<file path="config.mk">
export PLATFORM = sky130hd
export DESIGN_NAME = alu_result_serializer
export DESIGN_NICKNAME = d
export VERILOG_FILES = /design/src/rtl/alu_out_pkg.sv /design/src/rtl/block_slice_mux.sv /design/src/rtl/alu_result_serializer.sv
export SDC_FILE = /design/constraint.sdc
export NUM_CORES = 1
export LEC_CHECK = 0
export ABC_AREA = 1
export ABC_CLOCK_PERIOD_IN_PS = 1660
export CAP_MARGIN = 25
export CORE_ASPECT_RATIO = 1.2
export CORE_MARGIN = 5
export CORE_UTILIZATION = 48
export CTS_CLUSTER_SIZE = 24
export DETAILED_ROUTE_END_ITERATION = 7
export PLACE_DENSITY_LB_ADDON = 0.3
export SLEW_MARGIN = 20
export SYNTH_ARGS = -nofsm -noshare
export SYNTH_HDL_FRONTEND = slang
export SYNTH_SLANG_ARGS = --single-unit
</file>
<file path="constraint.sdc">
create_clock -name clk -period 1.66 [get_ports clk]
set_input_delay 0.332 -clock clk [delete_from_list [all_inputs] [get_ports clk]]
set_output_delay 0.332 -clock clk [all_outputs]
set_load 0.02 [all_outputs]
</file>
<file path="src/rtl/alu_out_pkg.sv">
// alu_out_pkg: shared types for the ALU output serializer.
//   ser_state_t : serializer FSM state (idle / random-access hold / streaming)
//   ser_mode_t  : mode requested alongside a load (mode_in)
package alu_out_pkg;

  typedef enum logic [1:0] {S_IDLE, S_HOLD, S_STREAM} ser_state_t;
  typedef enum logic {M_HOLD, M_STREAM} ser_mode_t;

endpackage

</file>
<file path="src/rtl/block_slice_mux.sv">
// block_slice_mux: picks one BUS_W-wide block out of a DATA_W-wide word.
//   word  in  DATA_W  source word
//   idx   in  SEL_W   block index, 0 = most-significant block
//   slice out BUS_W   selected block, 0 when idx >= NBLK
module block_slice_mux #(
  parameter  int DATA_W = 16,
  parameter  int BUS_W  = 8,
  localparam int NBLK   = DATA_W / BUS_W,
  localparam int SEL_W  = (NBLK > 1) ? $clog2(NBLK) : 1
) (
  input  logic [DATA_W-1:0] word,
  input  logic [SEL_W-1:0]  idx,
  output logic [BUS_W-1:0]  slice
);

  always_comb begin
    slice = '0;
    for (int i = 0; i < NBLK; i++) begin
      if (idx == SEL_W'(i)) slice = word[DATA_W-1-i*BUS_W -: BUS_W];
    end
  end

endmodule

</file>
<file path="src/rtl/alu_result_serializer.sv">
// alu_result_serializer: captures an ALU result and presents it BUS_W bits at a
// time, either as a random-access register (HOLD) or as an MSB-first stream
// under a valid/ready handshake (STREAM).
//   clk, rst_n          clock / async active-low reset
//   load, data_in       capture request and ALU result
//   mode_in             0 = HOLD, 1 = STREAM (sampled on an accepted load)
//   sel_blk             HOLD block select, 0 = MS block
//   out_data/valid/last registered output block, valid, last-block flag
//   out_ready           STREAM consumer ready
//   busy                STREAM transfer in progress
//   overrun, clr_ovr    sticky rejected-load flag and its synchronous clear
module alu_result_serializer
  import alu_out_pkg::*;
#(
  parameter  int DATA_W = 16,
  parameter  int BUS_W  = 8,
  localparam int NBLK   = DATA_W / BUS_W,
  localparam int SEL_W  = (NBLK > 1) ? $clog2(NBLK) : 1
) (
  input  logic              clk,
  input  logic              rst_n,
  input  logic              load,
  input  logic [DATA_W-1:0] data_in,
  input  logic              mode_in,
  input  logic [SEL_W-1:0]  sel_blk,
  output logic [BUS_W-1:0]  out_data,
  output logic              out_valid,
  input  logic              out_ready,
  output logic              out_last,
  output logic              busy,
  output logic              overrun,
  input  logic              clr_ovr
);

  if ((DATA_W % BUS_W) != 0 || DATA_W < BUS_W) begin : g_bad_width
    $error("alu_result_serializer: DATA_W must be a non-zero multiple of BUS_W");
  end

  localparam logic [SEL_W-1:0] LAST_IDX = SEL_W'(NBLK - 1);

  ser_state_t         state_q, state_d;
  logic [DATA_W-1:0]  cap_q, cap_d;
  logic [SEL_W-1:0]   idx_q, idx_d;
  logic [BUS_W-1:0]   data_q, data_d;
  logic               valid_q, valid_d;
  logic               last_q, last_d;
  logic               busy_q, busy_d;
  logic               ovr_q, ovr_d;

  logic               hs, fin, load_ok;
  logic [SEL_W-1:0]   sel_idx;
  logic [BUS_W-1:0]   slice;

  // Outputs are computed from the *next* state/capture so that the block
  // appears one cycle after the load or the sel_blk / index change.
  block_slice_mux #(.DATA_W(DATA_W), .BUS_W(BUS_W)) u_mux (
    .word  (cap_d),
    .idx   (sel_idx),
    .slice (slice)
  );

  always_comb begin
    state_d = state_q;
    cap_d   = cap_q;
    idx_d   = idx_q;
    ovr_d   = ovr_q;

    // valid is always high in STREAM, so ready alone forms the handshake
    hs      = (state_q == S_STREAM) && out_ready;
    fin     = hs && last_q;
    load_ok = load && ((state_q != S_STREAM) || fin);

    if (clr_ovr)          ovr_d = 1'b0;
    if (load && !load_ok) ovr_d = 1'b1;   // set beats clear

    case (state_q)
      S_STREAM: if (hs) begin
        if (last_q) state_d = S_IDLE;
        else        idx_d   = idx_q + SEL_W'(1);
      end
      default: ;
    endcase

    if (load_ok) begin
      cap_d   = data_in;
      idx_d   = '0;
      state_d = (ser_mode_t'(mode_in) == M_STREAM) ? S_STREAM : S_HOLD;
    end

    if (NBLK == 1)               sel_idx = '0;
    else if (state_d == S_HOLD)  sel_idx = sel_blk;
    else                         sel_idx = idx_d;

    valid_d = (state_d != S_IDLE);
    busy_d  = (state_d == S_STREAM);
    // out-of-range sel never equals LAST_IDX, so last drops with the data
    last_d  = valid_d && ((NBLK == 1) || (sel_idx == LAST_IDX));
    data_d  = valid_d ? slice : '0;
  end

  always_ff @(posedge clk or negedge rst_n) begin
    if (!rst_n) begin
      state_q <= S_IDLE;
      cap_q   <= '0;
      idx_q   <= '0;
      data_q  <= '0;
      valid_q <= 1'b0;
      last_q  <= 1'b0;
      busy_q  <= 1'b0;
      ovr_q   <= 1'b0;
    end else begin
      state_q <= state_d;
      cap_q   <= cap_d;
      idx_q   <= idx_d;
      data_q  <= data_d;
      valid_q <= valid_d;
      last_q  <= last_d;
      busy_q  <= busy_d;
      ovr_q   <= ovr_d;
    end
  end

  assign out_data  = data_q;
  assign out_valid = valid_q;
  assign out_last  = last_q;
  assign busy      = busy_q;
  assign overrun   = ovr_q;

endmodule

</file>
==> results.py, run 1 <==
metrics = {
    "run_status": {
        "status": "complete, no violations",
    },
    "floorplan": {
        "die_w_um": 60.0,
        "fp.coreArea_sq_um": 2840,
        "fp.dieH_um": 70.0,
        "ioPinCount": 35,
        "num_rows": 21,
        "dieArea_sq_um": 4200,
        "initial_core_util_pct": 50.7,
    },
    "critical_path": {
        "path_buf_inv": 1,
        "cp_max_fo": 1,
        "cp.depth": 1,
        "crit_family": "buffers and inverters",
        "slowest_delay_ns": 0.60,
        "crit_end": "out_data[3]",
        "start_kind": "flip-flop",
        "end_kind": "output pin",
        "reg2reg_slack_ns": 0.19,
        "slowest_stage": "clkdlybuf4s50_1",
        "reg2reg_depth": 8,
        "critPathKind": "flip-flop to output pin",
        "crit_chain": "clkdlybuf4s50_1",
        "crit_arrival_ns": 1.26,
        "r2r-start": "out_last",
        "reg2reg_to": "out_data[4]",
        "crit_start": "out_data[3]",
        "worstPathRequired_ns": 1.33,
    },
    "clocking": {
        "ctsLongestPathBuffers": 2,
        "htreeDepth": 2,
        "holdBufCountCts": 0,
        "clk_pin_slew_ns": 0.09,
        "cts_setup_buffers": 0,
        "cts_resized": 0,
        "cts_buffers": 5,
        "cts-root-buf": "clkbuf_4",
        "clock_latency_ns": 0.32,
        "cts_tree": "built",
        "cts.sinks": 31,
    },
    "yosys": {
        "synth_top_area_cell": "dfrtp_1",
        "ys_async_sr_fraction_pct": 100,
        "synth.mux.area_fraction_pct": 0,
        "synth_compound_area_share_pct": 4.78,
        "synth_top_family_by_area": "simple AND/OR/NAND/NOR gates",
        "yosysUniqueCellTypes": 20,
        "synthTopCellsByCount": "nand2_1 (46), dfrtp_1 (31), inv_1 (21)",
        "synth_area_leaders": "dfrtp_1 (54%), nand2_1 (12%), inv_1 (5.5%), nor2_1 (4.2%), nand3_4 (3.7%)",
        "yosysWarnings": 0,
        "syn_area_sq_um": 1440,
        "synthDominantCellAreaShare_pct": 53.9,
        "synthAdderAreaFrac_pct": 0,
        "yosysSeqAreaShare_pct": 53.9,
        "ys_ff_latch": 31,
        "synth-edff-count": 0,
        "netlist_instances": 156,
        "avgSynthCellArea_sq_um": 9.22,
        "synth_ff_type": "dfrtp_1",
        "synthSimpleGateAreaFrac_pct": 34.4,
        "synth_nets": 179,
        "synthXorXnorAreaFrac_pct": 0,
        "yosysMostFrequentCell": "nand2_1",
    },
    "worst_hold_path": {
        "hold_class": "input pin to asynchronous set/reset pin",
    },
    "sta": {
        "holdWs_ns": 0.385,
        "fin_crit_sh_pct": 95.8,
        "min_period_ns": 1.59,
        "hold_viol_final": 0,
        "fin_skew_ns": 0.00944,
        "fmax_ghz": 0.629,
        "slew-limit-headroom_pct": 75.5,
        "grt_setup_unrepaired": "no",
        "setup_violations": 0,
        "slew_viol_final": 0,
        "tightest_slew_ns": 0.367,
    },
    "route": {
        "drt-initial-drc-count": 57,
        "drt_first_pass_iters": 4,
        "routed_wirelength_um": 2800,
        "drc": 0,
        "vias": 1127,
        "avgRoutedWirePerCell_um": 11.5,
        "postRouteAntennaNets": 0,
        "routed_via_density": 4.64,
    },
    "global_routing": {
        "grt_max_degree": 32,
        "grt_first_pass_wirelength_um": 5010,
        "grt_pass1_vias": 1213,
        "grt-ovfl-total": 0,
        "grt_usage_pct": 15.6,
        "antenna_found_initial": 0,
    },
    "final_layout": {
        "area_delta_synth_final_pct": 38.3,
        "final_core_util_pct": 70.1,
        "nets": 232,
        "drive_gt1_share_pct": 19.6,
        "antennaDiodeCount": 0,
    },
    "pwr": {
        "vdd_drop_max_uv": 709,
        "p_leak_nw": 1.05,
        "p_per_area_nw_per_um2": 1310,
    },
    "run": {
        "drv_cap": 0,
    },
    "place": {
        "port_buffers": 34,
        "dp_hpwl_um": 2300,
        "routabilityCongestion": 0.853,
    },
}
==> cell families after synthesis <==
group	after synthesis
DFF	31
buffers and inverters	25
AOI/OAI and AO/OA	12
and+or+nand+nor	88
==> report_power, final <==
part | internal [mW] | switching, mW | total (mW) | leakage, nW
sequential | 0.963 | 0.0706 | 1.03 | 0.370
combinational | 0.520 | 0.634 | 1.15 | 0.643
clock | 0.196 | 0.225 | 0.421 | 0.0341
==> cells in the final DEF (no fill, tap or decap) <==
master           netlist  layout
a21boi_0               1       1
clkinv_2               0       1
buf_12                 0       1
and2_1                 1       1
dfrtp_1               31      31
nor2_1                16      16
clkbuf_8               0       1
o21bai_2               1       1
clkbuf_4               0       5
nand3_4                3       3
buf_4                  1      13
nand3_1                8       8
dlymetal6s2s_1         0       3
nand3_2                2       2
nor2_8                 1       1
nor2_2                 2       2
inv_1                 21      21
nand2_1               46      46
nand4_4                2       2
inv_2                  2       2
nor2_4                 1       1
o21ai_0               10      10
clkdlybuf4s50_1        0      31
nand2_4                4       4
nand2_2                2       2
==> state kept, by name, indices dropped and copies added (netlist names) <==
register / count
idx_q: 1
state_q: 2
out_valid: 1
cap_q: 16
out_last: 1
overrun: 1
out_data: 8
busy: 1
==> worst min-delay path by stage <==
stage,endpoint,startpoint,slack [ns],cells past startpoint
finish,cap_q[6],rst_n,0.38,2
global route,out_data[3],rst_n,0.41,2
CTS,cap_q[0],rst_n,0.39,2
detailed placement,cap_q[8],cap_q[8],0.46,2
global placement,cap_q[13],cap_q[13],0.47,2
floorplan,busy,rst_n,0.04,0
==> metrics by stage <==
| stage | power (mW) | setup TNS [ns] | setup WS (ns) | instances | instance area (sq um) |
|---|---|---|---|---|---|
| finish | 2.61 | 0 | 0.0695 | 243 | 1990 |
| global route | 2.81 | 0 | 0.00194 | 243 | 1990 |
| CTS | 2.65 | 0 | 0.00838 | 243 | 1980 |
| detailed placement | 2.22 | -3.13 | -0.252 | 236 | 1930 |
| global placement | 2.18 | -2.40 | -0.197 | 236 | 1930 |
| floorplan | 1.71 | 0 | 0.231 | 156 | 1440 |
==> metal layers <==
metal / wire (um) / share of wire, % / vias to the layer above / track usage [%]
met1: 1110 / 40 / 507 / 16.2
li1: - / - / 585 / -
met3: 171 / 6.1 / 7 / 4.79
met5: 0 / 0 / - / 0
met4: 53 / 1.9 / 0 / 6.65
met2: 1460 / 52 / 28 / 27.6
==> layout make-up <==
type	instances	area, sq um
clock buffer	6	51.3
clock inverter	1	5.00
fill	227	847
inverter	23	86.3
multi-input combinational	100	564
sequential	31	776
tap	34	42.5
timing repair buffer	48	465
Note: power is estimated with default switching activity, not from simulation.
==> run 2: changes to the inputs <==
--- a/config.mk
+++ b/config.mk
@@ -14,6 +14,7 @@
 export CTS_CLUSTER_SIZE = 24
 export DETAILED_ROUTE_END_ITERATION = 7
 export PLACE_DENSITY_LB_ADDON = 0.3
+export SKIP_CTS_REPAIR_TIMING = 1
 export SLEW_MARGIN = 20
 export SYNTH_ARGS = -nofsm -noshare
 export SYNTH_HDL_FRONTEND = slang
==> results of run 2 <==
No change in the layout: final DEF, timing and power equal those of run 1.
==> run 3: changes to the inputs <==
--- a/config.mk
+++ b/config.mk
@@ -6,11 +6,12 @@
 export NUM_CORES = 1
 export LEC_CHECK = 0
 export ABC_AREA = 1
-export ABC_CLOCK_PERIOD_IN_PS = 1660
+export ABC_CLOCK_PERIOD_IN_PS = 1400
 export CAP_MARGIN = 25
 export CORE_ASPECT_RATIO = 1.2
 export CORE_MARGIN = 5
-export CORE_UTILIZATION = 48
+export CORE_UTILIZATION = 44
+export CTS_CLUSTER_DIAMETER = 60
 export CTS_CLUSTER_SIZE = 24
 export DETAILED_ROUTE_END_ITERATION = 7
 export PLACE_DENSITY_LB_ADDON = 0.3
==> constraint.sdc (replaced) <==
create_clock -name clk -period 1.4 [get_ports clk]
set_input_delay 0.28 -clock clk [delete_from_list [all_inputs] [get_ports clk]]
set_output_delay 0.28 -clock clk [all_outputs]
set_load 0.02 [all_outputs]
==> run 3 against run 2 <==
  * The run now ends with setup timing left
  * Highest routed layer unchanged
  * Critical endpoint is now out_data[1]
  * Routed wire length grew 25%
  * Via count rose by 9.9%
  * Setup slack worse by 0.17 ns
  * Global-route usage down 0.86 points
  * Total power grew 34%
  * Clock skew hardly changed
  * Flip-flop and latch count did not move
  * Largest power group unchanged
==> results.py, run 3 (same netlist as run 1, synthesis figures left out) <==
metrics = {
    "run_status": {
        "status": "finished with violations",
        "violations": "setup timing",
    },
    "final_layout": {
        "seq_area_sq_um": 777,
        "multi_input_area_sq_um": 736,
        "antennaDiodeCount": 0,
        "final_common_cell": "nand2_1",
        "final_cell_mix": "nand2_1 (31), dfrtp_1 (30), clkdlybuf4s50_1 (20), inv_1 (19), buf_4 (19)",
        "fillers": 210,
        "top_register": "cap_q",
        "area_delta_synth_final_pct": 60.5,
        "drive_gt1_share_pct": 39.5,
        "largest_reg_flops": 16,
        "nets": 243,
        "final_core_util_pct": 74.3,
        "final_cells": 256,
    },
    "floorplan": {
        "initial_core_util_pct": 46.3,
        "fp.dieH_um": 72.6,
        "dieArea_sq_um": 4520,
        "ioPinCount": 35,
        "fp.coreArea_sq_um": 3110,
        "num_rows": 22,
        "die_w_um": 62.2,
    },
    "pwr": {
        "p_total_mw": 3.49,
        "p_per_area_nw_per_um2": 1510,
        "p_leak_nw": 1.26,
        "vdd_drop_max_uv": 1040,
    },
    "critical_path": {
        "slowest_stage": "dfrtp_2",
        "slowest_delay_ns": 0.44,
        "start_kind": "flip-flop",
        "crit_arrival_ns": 1.76,
        "reg2reg_slack_ns": -0.10,
        "path_buf_inv": 2,
        "crit_chain": "nand2_4 > nand3_4 > nand2_4 > buf_4 > nand3_4 > inv_4 > nand2_4 > nand2_8 > nor2_4 > nor2_2",
        "crit_family": "simple AND/OR/NAND/NOR gates",
        "worstPathRequired_ns": 1.65,
        "cp_max_fo": 8,
        "reg2reg_depth": 10,
        "r2r-start": "out_last",
        "end_kind": "flip-flop",
        "cp_common_cell": "nand2_4",
        "critPathKind": "flip-flop to flip-flop",
        "reg2reg_to": "out_data[1]",
    },
    "global_routing": {
        "grt_max_degree": 32,
        "grt-ovfl-total": 0,
        "antenna_found_initial": 0,
        "grt_usage_pct": 14.7,
        "grt_pass1_vias": 1236,
        "grt_first_pass_wirelength_um": 5380,
    },
    "sta": {
        "fmax_ghz": 0.665,
        "slew-limit-headroom_pct": 79.6,
        "hold_viol_final": 0,
        "tns_ns": -0.705,
        "grt_setup_unrepaired": "yes",
        "fin_crit_sh_pct": 107,
        "slew_viol_final": 0,
        "setup_violations": 10,
        "tightest_slew_ns": 0.306,
        "finalWorstSetupSlack_ns": -0.104,
        "fin_skew_ns": 0.00969,
        "min_period_ns": 1.50,
    },
    "route": {
        "drt-initial-drc-count": 46,
        "vias": 1239,
        "routed_via_density": 4.84,
        "drt_first_pass_iters": 4,
        "avgRoutedWirePerCell_um": 13.7,
        "drc": 0,
        "postRouteAntennaNets": 0,
        "routed_wirelength_um": 3510,
    },
    "place": {
        "dp_hpwl_um": 2430,
        "port_buffers": 34,
        "place_ws_ns": -0.458,
        "dp_cells": 243,
        "routabilityCongestion": 0.811,
    },
    "worst_hold_path": {
        "hold_class": "input pin to asynchronous set/reset pin",
    },
    "clocking": {
        "htreeDepth": 2,
        "cts.sinks": 31,
        "cts_buffers": 5,
        "clk_pin_slew_ns": 0.09,
        "ctsLongestPathBuffers": 2,
        "cts_tree": "built",
        "clock_latency_ns": 0.32,
        "cts-root-buf": "clkbuf_4",
    },
    "run": {
        "drv_cap": 0,
    },
}
## run 3: cell types whose count changed in the layout (fill, tap and decap cells not counted), sizes merged
cell           change
clkinvlp           +1
inv                -1
buf               +11
clkdlybuf4s50     -11
dlymetal6s2s      +11
## run 3: layout make-up
type	count	area share [%]
Timing Repair Buffer	59	26.1
Tap cell	36	1.95
Inverter	23	4.01
Sequential cell	31	33.6
Multi-Input combinational cell	100	31.9
Clock buffer	6	2.22
Clock inverter	1	0.217
## run 3: where the power goes
part	leakage (nW)	internal (mW)	switching, mW
combinational	0.853	0.784	0.965
sequential	0.369	1.14	0.0886
clock	0.0341	0.232	0.281
## run 3: worst max-delay path by stage
stage	slack (ns)	endpoint	cells after the start	start
after global routing	-0.18	out_data[4]	11	out_last
after floorplan	0.02	out_data[5]	9	out_last
final	-0.10	out_data[1]	10	out_last
after detailed placement	-0.46	out_data[1]	11	out_ready
after CTS	-0.28	out_last	2	out_last
after global placement	-0.40	out_data[5]	9	out_ready
## run 3: per-layer routing
| metal | up-vias | track usage (%) | part of all wire [%] |
|---|---|---|---|
| met5 | - | 0 | 0 |
| met4 | 0 | 6.99 | 1.8 |
| met3 | 8 | 4.16 | 4.7 |
| met2 | 30 | 26.2 | 56 |
| met1 | 591 | 16.1 | 37 |
| li1 | 610 | - | - |
## run 3: per-stage QoR
stage,area (sq um),hold slack (ns)
2_1_floorplan,1440,-0.0156
3_3_place_gp,1980,0.470
3_5_place_dp,1980,0.480
4_1_cts,2040,0.301
5_1_grt,2310,0.308
6_report,2310,0.296
